File: src/rtl/traffic_intersection_ctrl_if.sv
// Signal bundle between the intersection controller and its environment.
// The slave side is the controller; the master side drives enable/requests.
interface traffic_intersection_ctrl_if;
    logic       enable;
    logic       ped_req_ns;
    logic       ped_req_ew;
    logic       ns_red;
    logic       ns_yellow;
    logic       ns_green;
    logic       ew_red;
    logic       ew_yellow;
    logic       ew_green;
    logic       walk_ns;
    logic       walk_ew;
    logic       ped_pending_ns;
    logic       ped_pending_ew;
    logic [2:0] state_o;

    modport master (
        output enable, ped_req_ns, ped_req_ew,
        input  ns_red, ns_yellow, ns_green,
        input  ew_red, ew_yellow, ew_green,
        input  walk_ns, walk_ew,
        input  ped_pending_ns, ped_pending_ew,
        input  state_o
    );

    modport slave (
        input  enable, ped_req_ns, ped_req_ew,
        output ns_red, ns_yellow, ns_green,
        output ew_red, ew_yellow, ew_green,
        output walk_ns, walk_ew,
        output ped_pending_ns, ped_pending_ew,
        output state_o
    );
endinterface

File: src/rtl/traffic_intersection_ctrl.sv
// Timed two-road intersection controller with pedestrian latches,
// early green termination, walk grants and a flashing maintenance mode.
module traffic_intersection_ctrl #(
    parameter int GREEN_TIME  = 20,
    parameter int MIN_GREEN   = 6,
    parameter int YELLOW_TIME = 4,
    parameter int ALLRED_TIME = 2,
    parameter int FLASH_HALF  = 5,
    parameter int CNT_W       = 8
) (
    input logic                        clk,
    input logic                        rst_n,
    traffic_intersection_ctrl_if.slave bus
);

    typedef enum logic [2:0] {
        NS_G  = 3'd0,
        NS_Y  = 3'd1,
        AR_NS = 3'd2,
        EW_G  = 3'd3,
        EW_Y  = 3'd4,
        AR_EW = 3'd5,
        FLASH = 3'd6,
        BAD   = 3'd7
    } state_t;

    localparam logic [CNT_W-1:0] G_END = CNT_W'(GREEN_TIME - 1);
    localparam logic [CNT_W-1:0] M_END = CNT_W'(MIN_GREEN - 1);
    localparam logic [CNT_W-1:0] Y_END = CNT_W'(YELLOW_TIME - 1);
    localparam logic [CNT_W-1:0] R_END = CNT_W'(ALLRED_TIME - 1);
    localparam logic [CNT_W-1:0] F_END = CNT_W'(FLASH_HALF - 1);

    state_t           state;
    state_t           state_nxt;
    logic [CNT_W-1:0] timer;
    logic             flash_phase;
    logic             pend_ns;
    logic             pend_ew;
    logic             walk_ns_q;
    logic             walk_ew_q;
    logic             enter_ewg;
    logic             enter_nsg;

    always_ff @(posedge clk or negedge rst_n) begin
        if (!rst_n) begin
            state <= AR_EW;
        end else begin
            state <= state_nxt;
        end
    end

    always_comb begin
        state_nxt = state;
        unique case (state)
            NS_G: begin
                if (timer == G_END || (pend_ns && timer >= M_END))
                    state_nxt = NS_Y;
            end
            NS_Y:  if (timer == Y_END) state_nxt = AR_NS;
            AR_NS: if (timer == R_END) state_nxt = EW_G;
            EW_G: begin
                if (timer == G_END || (pend_ew && timer >= M_END))
                    state_nxt = EW_Y;
            end
            EW_Y:  if (timer == Y_END) state_nxt = AR_EW;
            AR_EW: if (timer == R_END) state_nxt = NS_G;
            FLASH: state_nxt = AR_EW;
            default: state_nxt = AR_EW;
        endcase
        // Maintenance override wins everywhere except the illegal code
        if (!bus.enable && state != BAD)
            state_nxt = FLASH;
    end

    assign enter_ewg = (state_nxt == EW_G) && (state != EW_G);
    assign enter_nsg = (state_nxt == NS_G) && (state != NS_G);

    always_ff @(posedge clk or negedge rst_n) begin
        if (!rst_n) begin
            timer       <= '0;
            flash_phase <= 1'b0;
        end else begin
            if (state_nxt != state)
                timer <= '0;
            else if (state == FLASH && timer == F_END)
                timer <= '0;
            else
                timer <= timer + 1'b1;

            if (state_nxt != FLASH)
                flash_phase <= 1'b0;
            else if (state != FLASH)
                flash_phase <= 1'b1;
            else if (timer == F_END)
                flash_phase <= ~flash_phase;
        end
    end

    // A request on the clearing edge still counts for this green's walk
    always_ff @(posedge clk or negedge rst_n) begin
        if (!rst_n) begin
            pend_ns   <= 1'b0;
            pend_ew   <= 1'b0;
            walk_ns_q <= 1'b0;
            walk_ew_q <= 1'b0;
        end else begin
            pend_ns <= bus.ped_req_ns | (pend_ns & ~enter_ewg);
            pend_ew <= bus.ped_req_ew | (pend_ew & ~enter_nsg);

            if (state_nxt != EW_G)
                walk_ns_q <= 1'b0;
            else if (enter_ewg)
                walk_ns_q <= pend_ns | bus.ped_req_ns;

            if (state_nxt != NS_G)
                walk_ew_q <= 1'b0;
            else if (enter_nsg)
                walk_ew_q <= pend_ew | bus.ped_req_ew;
        end
    end

    always_comb begin
        bus.ns_red    = 1'b0;
        bus.ns_yellow = 1'b0;
        bus.ns_green  = 1'b0;
        bus.ew_red    = 1'b0;
        bus.ew_yellow = 1'b0;
        bus.ew_green  = 1'b0;
        unique case (state)
            NS_G: begin
                bus.ns_green = 1'b1;
                bus.ew_red   = 1'b1;
            end
            NS_Y: begin
                bus.ns_yellow = 1'b1;
                bus.ew_red    = 1'b1;
            end
            EW_G: begin
                bus.ew_green = 1'b1;
                bus.ns_red   = 1'b1;
            end
            EW_Y: begin
                bus.ew_yellow = 1'b1;
                bus.ns_red    = 1'b1;
            end
            FLASH: begin
                bus.ns_red = flash_phase;
                bus.ew_red = flash_phase;
            end
            default: begin
                bus.ns_red = 1'b1;
                bus.ew_red = 1'b1;
            end
        endcase
    end

    assign bus.walk_ns        = walk_ns_q;
    assign bus.walk_ew        = walk_ew_q;
    assign bus.ped_pending_ns = pend_ns;
    assign bus.ped_pending_ew = pend_ew;
    assign bus.state_o        = state;

endmodule
File: src/flat_wrapper.sv
// flat-port wrapper written by rule: the top's interface ports become plain ports
module traffic_intersection_ctrl_flat 
#(
    parameter int GREEN_TIME  = 20,
    parameter int MIN_GREEN   = 6,
    parameter int YELLOW_TIME = 4,
    parameter int ALLRED_TIME = 2,
    parameter int FLASH_HALF  = 5,
    parameter int CNT_W       = 8
)
  (clk, rst_n, bus_enable, bus_ped_req_ns, bus_ped_req_ew, bus_ns_red, bus_ns_yellow, bus_ns_green, bus_ew_red, bus_ew_yellow, bus_ew_green, bus_walk_ns, bus_walk_ew, bus_ped_pending_ns, bus_ped_pending_ew, bus_state_o);
  traffic_intersection_ctrl_if bus_i ();
  input logic clk;
  input logic rst_n;
  input wire logic [$bits(bus_i.enable)-1:0] bus_enable;
  input wire logic [$bits(bus_i.ped_req_ns)-1:0] bus_ped_req_ns;
  input wire logic [$bits(bus_i.ped_req_ew)-1:0] bus_ped_req_ew;
  output wire logic [$bits(bus_i.ns_red)-1:0] bus_ns_red;
  output wire logic [$bits(bus_i.ns_yellow)-1:0] bus_ns_yellow;
  output wire logic [$bits(bus_i.ns_green)-1:0] bus_ns_green;
  output wire logic [$bits(bus_i.ew_red)-1:0] bus_ew_red;
  output wire logic [$bits(bus_i.ew_yellow)-1:0] bus_ew_yellow;
  output wire logic [$bits(bus_i.ew_green)-1:0] bus_ew_green;
  output wire logic [$bits(bus_i.walk_ns)-1:0] bus_walk_ns;
  output wire logic [$bits(bus_i.walk_ew)-1:0] bus_walk_ew;
  output wire logic [$bits(bus_i.ped_pending_ns)-1:0] bus_ped_pending_ns;
  output wire logic [$bits(bus_i.ped_pending_ew)-1:0] bus_ped_pending_ew;
  output wire logic [$bits(bus_i.state_o)-1:0] bus_state_o;
  assign bus_i.enable = bus_enable;
  assign bus_i.ped_req_ns = bus_ped_req_ns;
  assign bus_i.ped_req_ew = bus_ped_req_ew;
  assign bus_ns_red = bus_i.ns_red;
  assign bus_ns_yellow = bus_i.ns_yellow;
  assign bus_ns_green = bus_i.ns_green;
  assign bus_ew_red = bus_i.ew_red;
  assign bus_ew_yellow = bus_i.ew_yellow;
  assign bus_ew_green = bus_i.ew_green;
  assign bus_walk_ns = bus_i.walk_ns;
  assign bus_walk_ew = bus_i.walk_ew;
  assign bus_ped_pending_ns = bus_i.ped_pending_ns;
  assign bus_ped_pending_ew = bus_i.ped_pending_ew;
  assign bus_state_o = bus_i.state_o;
  traffic_intersection_ctrl #(.GREEN_TIME(GREEN_TIME), .MIN_GREEN(MIN_GREEN), .YELLOW_TIME(YELLOW_TIME), .ALLRED_TIME(ALLRED_TIME), .FLASH_HALF(FLASH_HALF), .CNT_W(CNT_W)) u_core (.clk(clk), .rst_n(rst_n), .bus(bus_i));
endmodule
File: config.mk
export PLATFORM = sky130hd
export DESIGN_NAME = traffic_intersection_ctrl_flat
export DESIGN_NICKNAME = d
export VERILOG_FILES = /design/src/rtl/traffic_intersection_ctrl_if.sv /design/src/rtl/traffic_intersection_ctrl.sv /design/src/flat_wrapper.sv
export SDC_FILE = /design/constraint.sdc
export NUM_CORES = 1
export LEC_CHECK = 0
export BUFFER_PORTS_ARGS = -buffer_cell sky130_fd_sc_hd__clkbuf_2
export CORE_MARGIN = 4
export CORE_UTILIZATION = 50
export DETAILED_ROUTE_END_ITERATION = 7
export PLACE_DENSITY_LB_ADDON = 0.12
export SLEW_MARGIN = 0
export SYNTH_ARGS = -nofsm -noshare
export SYNTH_HDL_FRONTEND = slang
export SYNTH_SLANG_ARGS = --single-unit
File: constraint.sdc
create_clock -name clk -period 1.8 [get_ports clk]
set_input_delay 0 -clock clk [delete_from_list [all_inputs] [get_ports clk]]
set_output_delay 0 -clock clk [all_outputs]
set_load 0.05 [all_outputs]
* Word level (Yosys, flattened, before mapping)
Cells that the tools add are included.
Cells by class: $add $sub $neg 1, magnitude comparators 1, equal/unequal tests 17, multiplexer cells 23, bitwise operators 9, reductions and logical operators 18
Operators with widths (count):
- $mux W3 | 7
- $pmux W3 S6 | 1
- $mux W8 | 2
- $mux W1 | 11
- $eq A3 B2 Y1 const B | 3
- $eq A3 B3 Y1 const B | 3
- $ne A3 B3 Y1 const B | 3
- $reduce_bool A3 Y1 | 3
- $add A8 B1 Y8 const B | 1
- $eq A8 B1 Y1 const B | 1
- $eq A8 B2 Y1 const B | 1
- $eq A8 B3 Y1 const B | 1
- $eq A8 B5 Y1 const B | 1
- $ge A8 B3 Y1 const B | 1
- $logic_and A1 B1 Y1 | 6
- $logic_not A3 Y1 | 2
- $ne A3 B2 Y1 const B | 2
- $or A1 B1 Y1 | 4
- $pmux W1 S2 | 2
- $reduce_bool A2 Y1 | 2
- $reduce_or A2 Y1 | 2
- $eq A3 B1 Y1 const B | 1
- $ne A3 B3 Y1 | 1
- $not A1 Y1 | 3
- 3 further kinds | 5
Storage, ports and cells: flip-flop bits (word level) 16, input bits 5, output and inout bits 13, word-level logic and storage cells 76

* Logic depth before layout (Yosys ltp)
depth in word-level cells 11, depth in mapped cells 7, mapped depth without buffers 7

* Worst setup path after synthesis
OpenSTA, ideal clock, no wires.
path type register -> register, start point register u_core.state[1] (netlist: u_core.bus.state_o[1]), end point register u_core.walk_ns_q (netlist: u_core.bus.walk_ns), library setup time 0.065 ns, data arrival time 2.320 ns, slack -0.585 ns, stages on the path, launching flop included 7, cell sequence dfrtp_1 > clkbuf_1 > nand2_1 > nor2_1 > nand2_1 > a2111oi_0 > a31o_2
On the way: longest elaborated chain between the ends 6, elaborated cells between the ends (all ways) 22, those cells by class eq/ne (9); mux (9); reduce/logical (4)
RTL lines:
- from (decl) | RTL line traffic_intersection_ctrl.sv:33 | state_t state;
- from (signal assigned) | RTL line traffic_intersection_ctrl.sv:48 | state <= state_nxt;
- $eq A3 B3 Y1, or another cell as far along | RTL line traffic_intersection_ctrl.sv:54 | unique case (state)
- $pmux W3 S6 or $logic_and A1 B1 Y1 (tied branches) | RTL line traffic_intersection_ctrl.sv:54, traffic_intersection_ctrl.sv:71
- $mux W3 | RTL line traffic_intersection_ctrl.sv:71 | if (!bus.enable && state != BAD)
- $eq A3 B2 Y1 | RTL line traffic_intersection_ctrl.sv:75 | assign enter_ewg = (state_nxt == EW_G) && (state != EW_G);
- $logic_and A1 B1 Y1 | RTL line traffic_intersection_ctrl.sv:75
- $reduce_bool A2 Y1 (no line)
- to (signal assigned) | RTL line traffic_intersection_ctrl.sv:113 | walk_ns_q <= pend_ns | bus.ped_req_ns;
- to (decl) | RTL line traffic_intersection_ctrl.sv:39 | logic walk_ns_q;
Parallel ways exist; a longest one is shown, timed or not. A chain may end at the register's enable or synchronous reset.

* Worst setup path in the final report
start point register u_core.timer[5], end point register u_core.pend_ns (netlist: u_core.bus.ped_pending_ns)
On the way: longest elaborated chain between the ends 11, elaborated cells between the ends (all ways) 21, those cells by class order compare (1); eq/ne (4); mux (8); bitwise (3); reduce/logical (5)
RTL lines:
- from (decl) | RTL line traffic_intersection_ctrl.sv:35 | logic [CNT_W-1:0] timer;
- from (signal assigned) | RTL line traffic_intersection_ctrl.sv:88 | timer <= timer + 1'b1;
- $ge A8 B3 Y1 | RTL line traffic_intersection_ctrl.sv:56, traffic_intersection_ctrl.sv:62
- $logic_and A1 B1 Y1, on equally long branches | RTL line traffic_intersection_ctrl.sv:62, traffic_intersection_ctrl.sv:56
- $logic_or A1 B1 Y1, on equally long branches | RTL line traffic_intersection_ctrl.sv:62, traffic_intersection_ctrl.sv:56
- $mux W3, on equally long branches | RTL line traffic_intersection_ctrl.sv:62, traffic_intersection_ctrl.sv:56
- $pmux W3 S6 * | RTL line traffic_intersection_ctrl.sv:54
- $mux W3 * | RTL line traffic_intersection_ctrl.sv:71
- $eq A3 B2 Y1 * | RTL line traffic_intersection_ctrl.sv:75
- $logic_and A1 B1 Y1 * | RTL line traffic_intersection_ctrl.sv:75
- $not A1 Y1 * | RTL line traffic_intersection_ctrl.sv:107 | pend_ns <= bus.ped_req_ns | (pend_ns & ~enter_ewg);
- $and A1 B1 Y1 * | RTL line traffic_intersection_ctrl.sv:107
- $or A1 B1 Y1 * | RTL line traffic_intersection_ctrl.sv:107
- to (signal assigned) | RTL line traffic_intersection_ctrl.sv:107
- to (decl) | RTL line traffic_intersection_ctrl.sv:37 | logic pend_ns;
Mark *: on every way between the ends. The rest lies on a longest branch, timed or not.

==> metrics.md <==
| Metric | Value |
|---|---|
| Status | `complete, but fails checks` |
| Failing checks | `setup timing` |
| HPWL Detailed | `between 2000 and 2500 um` |
| GR Util All Layers | `0.232` |
| Clk_lat worst skew | `roughly 300 ps` |
| Max-cap violations | `0` |
| Sequential-to-total area share from yosys stat | `0.352` |
| Synth warn | `0` |
| First-pass GRT wire length | `about 5700 um` |
| Leak | `approximately 0.84 nW` |
| DRT Wirelength | `between 3000 and 4000 um` |
| CORE AREA | `approximately 2200 um2` |
| # DRC | `0` |
| First drt pass iteration count | `4` |
| EDFF count, synth | `0` |
| Routed vias | `around 1200` |
| RR Startpoint | `u_core.timer[5]` |
| Worst setup SP type | `flop` |
| RSZ-0062 raised after global routing | `true` |
| Port Buffers | `17` |
| Setup ws final | `-335 ps` |
| Ys async rst share | `1.00` |
| Fillers | `~120` |
| Vias per Instance | `5.82` |
| Remaining antenna violation count | `0` |
| Final Power | `~2.4 mW` |
| Flops & latches, synth | `16` |
| Grt total ovfl | `0` |
| Critical Path AT | `roughly 2300 ps` |
| Nets | `~200` |
| Clk pin slew, worst setup/hold paths | `100 ps` |
| Reg2Reg Depth | `7` |
| Headroom to the max-slew limit | `0.720` |
| Initial core utilization | `0.523` |
| Met1 usage | `0.329` |
| M2 GR Usage | `0.363` |
| Clock Sinks | `16` |
| Syn_nets | `~130` |
| CTS tree | `done` |
| Vias in the first global route | `~1200` |
| Crit Path Max Fanout | `4` |
| Tightest Pin Transition | `approximately 420 ps` |
| Fin crit period | `~2100 ps` |
| Setup_tns | `-4150 ps` |
| CTS buffer count | `3` |
| Final Setup Violations | `15` |
| Peak supply drop | `1.33 mV` |
| Max-slew violations | `0` |
| Critical path class | `reg -> reg` |
| Fmax | `between 400 and 500 MHz` |
| CP endpoint kind | `flop` |
| Rows | `17` |
| Share of cells above drive strength 1 | `0.516` |
| N_diodes | `0` |
| Critical Path Start | `u_core.timer[5]` |
| DRT iter0 DRCs | `40` |
| I/O Pins | `18` |
| End of the worst register-to-register path | `u_core.bus.ped_pending_ns` |
| Final period utilization | `1.19` |
| Placed cell count | `~200` |
| Die area | `about 3100 um2` |
| Post-Syn Instances | `roughly 130` |
| Layout Cells excl Fill | `214` |
| Post-DR wirelength/cell | `between 15 and 20 um` |
| Mapped Area | `between 1000 and 1500 um2` |
| CTS Root Cell | `clkbuf_4` |
| Area delta synth->final | `60.0%` |
| Worst setup endpoint | `u_core.bus.ped_pending_ns` |
| Largest net degree at the start of global routing | `17` |
| Primary FF master, synth | `dfrtp_1` |
| Mean Syn Cell Area | `~9.1 um2` |
| Bufs on Longest Clock Path | `2` |
| # H-tree levels | `1` |
| Clock Skew | `3.91 ps` |
| GPL Wtd Cong | `slightly above 0.9` |
| Library cells used by synthesis | `between 40 and 50` |
| Pre-CTS setup slack | `-237 ps` |
| Tightest Hold Check Type | `in -> async` |
| Chip height | `55.9 um` |
| Reg2Reg Setup Slack | `-330 ps` |
| Hold Fails Final Rpt | `0` |
| Hold slack | `approximately 150 ps` |
| Grt met3 use | `0.0255` |
| PD cells | `approximately 1300 nW/um2` |
| Data required time of the worst path | `approximately 2000 ps` |
| Die X | `approximately 56 um` |
| Grt peak-use layer | `met2` |
| Initial antenna violation count | `0` |
## repair_timing
item,CTS,global route
hold endpoints to repair,19,0
setup buffers,6,4
cloned,0,0
hold buffers,4,0
pin swaps,9,10
endpoints found under the setup margin,17,20
gates resized for setup,14,30
## logic make-up (layout without fill, tap and decap cells)
group	after synthesis	in the layout	synth area share
buf+inv	13	73	0.0622
flops	16	16	0.352
simple gates	59	59	0.298
xor+xnor	7	7	0.0535
fa+ha+maj	3	3	0.0328
compound gates	28	28	0.202
## metal layers
| layer | vias to the layer above | wire (um) |
|---|---|---|
| met4 | 0 | 85 |
| met5 | - | 0 |
| met1 | 606 | 1730 |
| met3 | 10 | 182 |
| li1 | 585 | - |
| met2 | 45 | 1810 |
## worst max-delay path: stages, from the launching register on
cell,delay [ps]
dfrtp_1,400
or4_4,600
nor3_4,220
buf_4,160
buf_6,90
a31oi_4,100
a211oi_2,270
a31oi_1,160
## cells in the mapped netlist, types with 2 or more instances
master	count	area, um2
nand3b_1	3	22.5
buf_4	6	45.0
a31oi_1	2	12.5
ha_1	3	37.5
dfstp_2	2	52.6
a22oi_1	2	15.0
o21ai_0	3	15.0
a31o_2	2	17.5
inv_1	6	22.5
nand2_1	9	33.8
a21oi_1	5	25.0
nor3_1	10	50.1
nor2_1	12	45.0
nor4_1	2	12.5
dfrtp_1	14	350
nand3_1	8	40.0
xor2_1	7	61.3
## state kept, by name (all words and copies together), names as in the netlist
register,flops
u_core.bus.walk_ew,1
u_core.flash_phase,1
u_core.bus.state_o,3
u_core.timer,8
u_core.bus.ped_pending_ns,1
u_core.bus.ped_pending_ew,1
u_core.bus.walk_ns,1
## how the worst min path moves through the flow
stage                     start                        end  slack [ps]  cells after the start
after floorplan           rst_n  u_core.bus.ped_pending_ew        -300                      0
after global placement    rst_n            u_core.timer[3]         -50                      1
after detailed placement  rst_n            u_core.timer[6]         -50                      1
after CTS                 rst_n            u_core.timer[6]         160                      2
after global routing      rst_n  u_core.bus.ped_pending_ew         180                      2
final                     rst_n  u_core.bus.ped_pending_ew         150                      2
## layout make-up
| class | count | area [um2] | area share |
|---|---|---|---|
| multi-input combinational | 97 | 835 | 0.455 |
| clock buffer | 4 | 36.3 | 0.0198 |
| timing repair buffer | 63 | 498 | 0.271 |
| inverter | 6 | 22.5 | 0.0123 |
| sequential | 16 | 408 | 0.222 |
| tap | 28 | 35.0 | 0.0191 |
## stage by stage
stage                util  cell area, um2
floorplan               -            1180
global placement    0.686            1500
finish              0.837            1830
detailed placement  0.686            1500
global route        0.837            1830
CTS                 0.764            1670
## power by group
part	leakage, nW	internal, mW	switching, mW
Combinational	0.615	0.729	0.924
Clock	0.0210	0.124	0.132
Sequential	0.200	0.435	0.100
## layout by cell type, fill, tap and decap left out, types with 2 or more instances in the layout
| cell | count |
|---|---|
| nand3_1 | 8 |
| ha_1 | 2 |
| xor2_1 | 7 |
| o21ai_0 | 2 |
| a22oi_1 | 2 |
| nand2_1 | 7 |
| a21oi_1 | 4 |
| clkbuf_4 | 4 |
| inv_1 | 6 |
| nor2_1 | 10 |
| nor3_2 | 2 |
| buf_2 | 2 |
| nand3b_1 | 3 |
| buf_8 | 2 |
| a31o_4 | 2 |
| buf_4 | 31 |
| buf_6 | 10 |
| dlygate4sd3_1 | 4 |
| clkbuf_2 | 13 |
| dfrtp_1 | 13 |
| nor3_4 | 2 |
| nor3_1 | 7 |
Note: power is estimated with default switching activity, not from simulation.
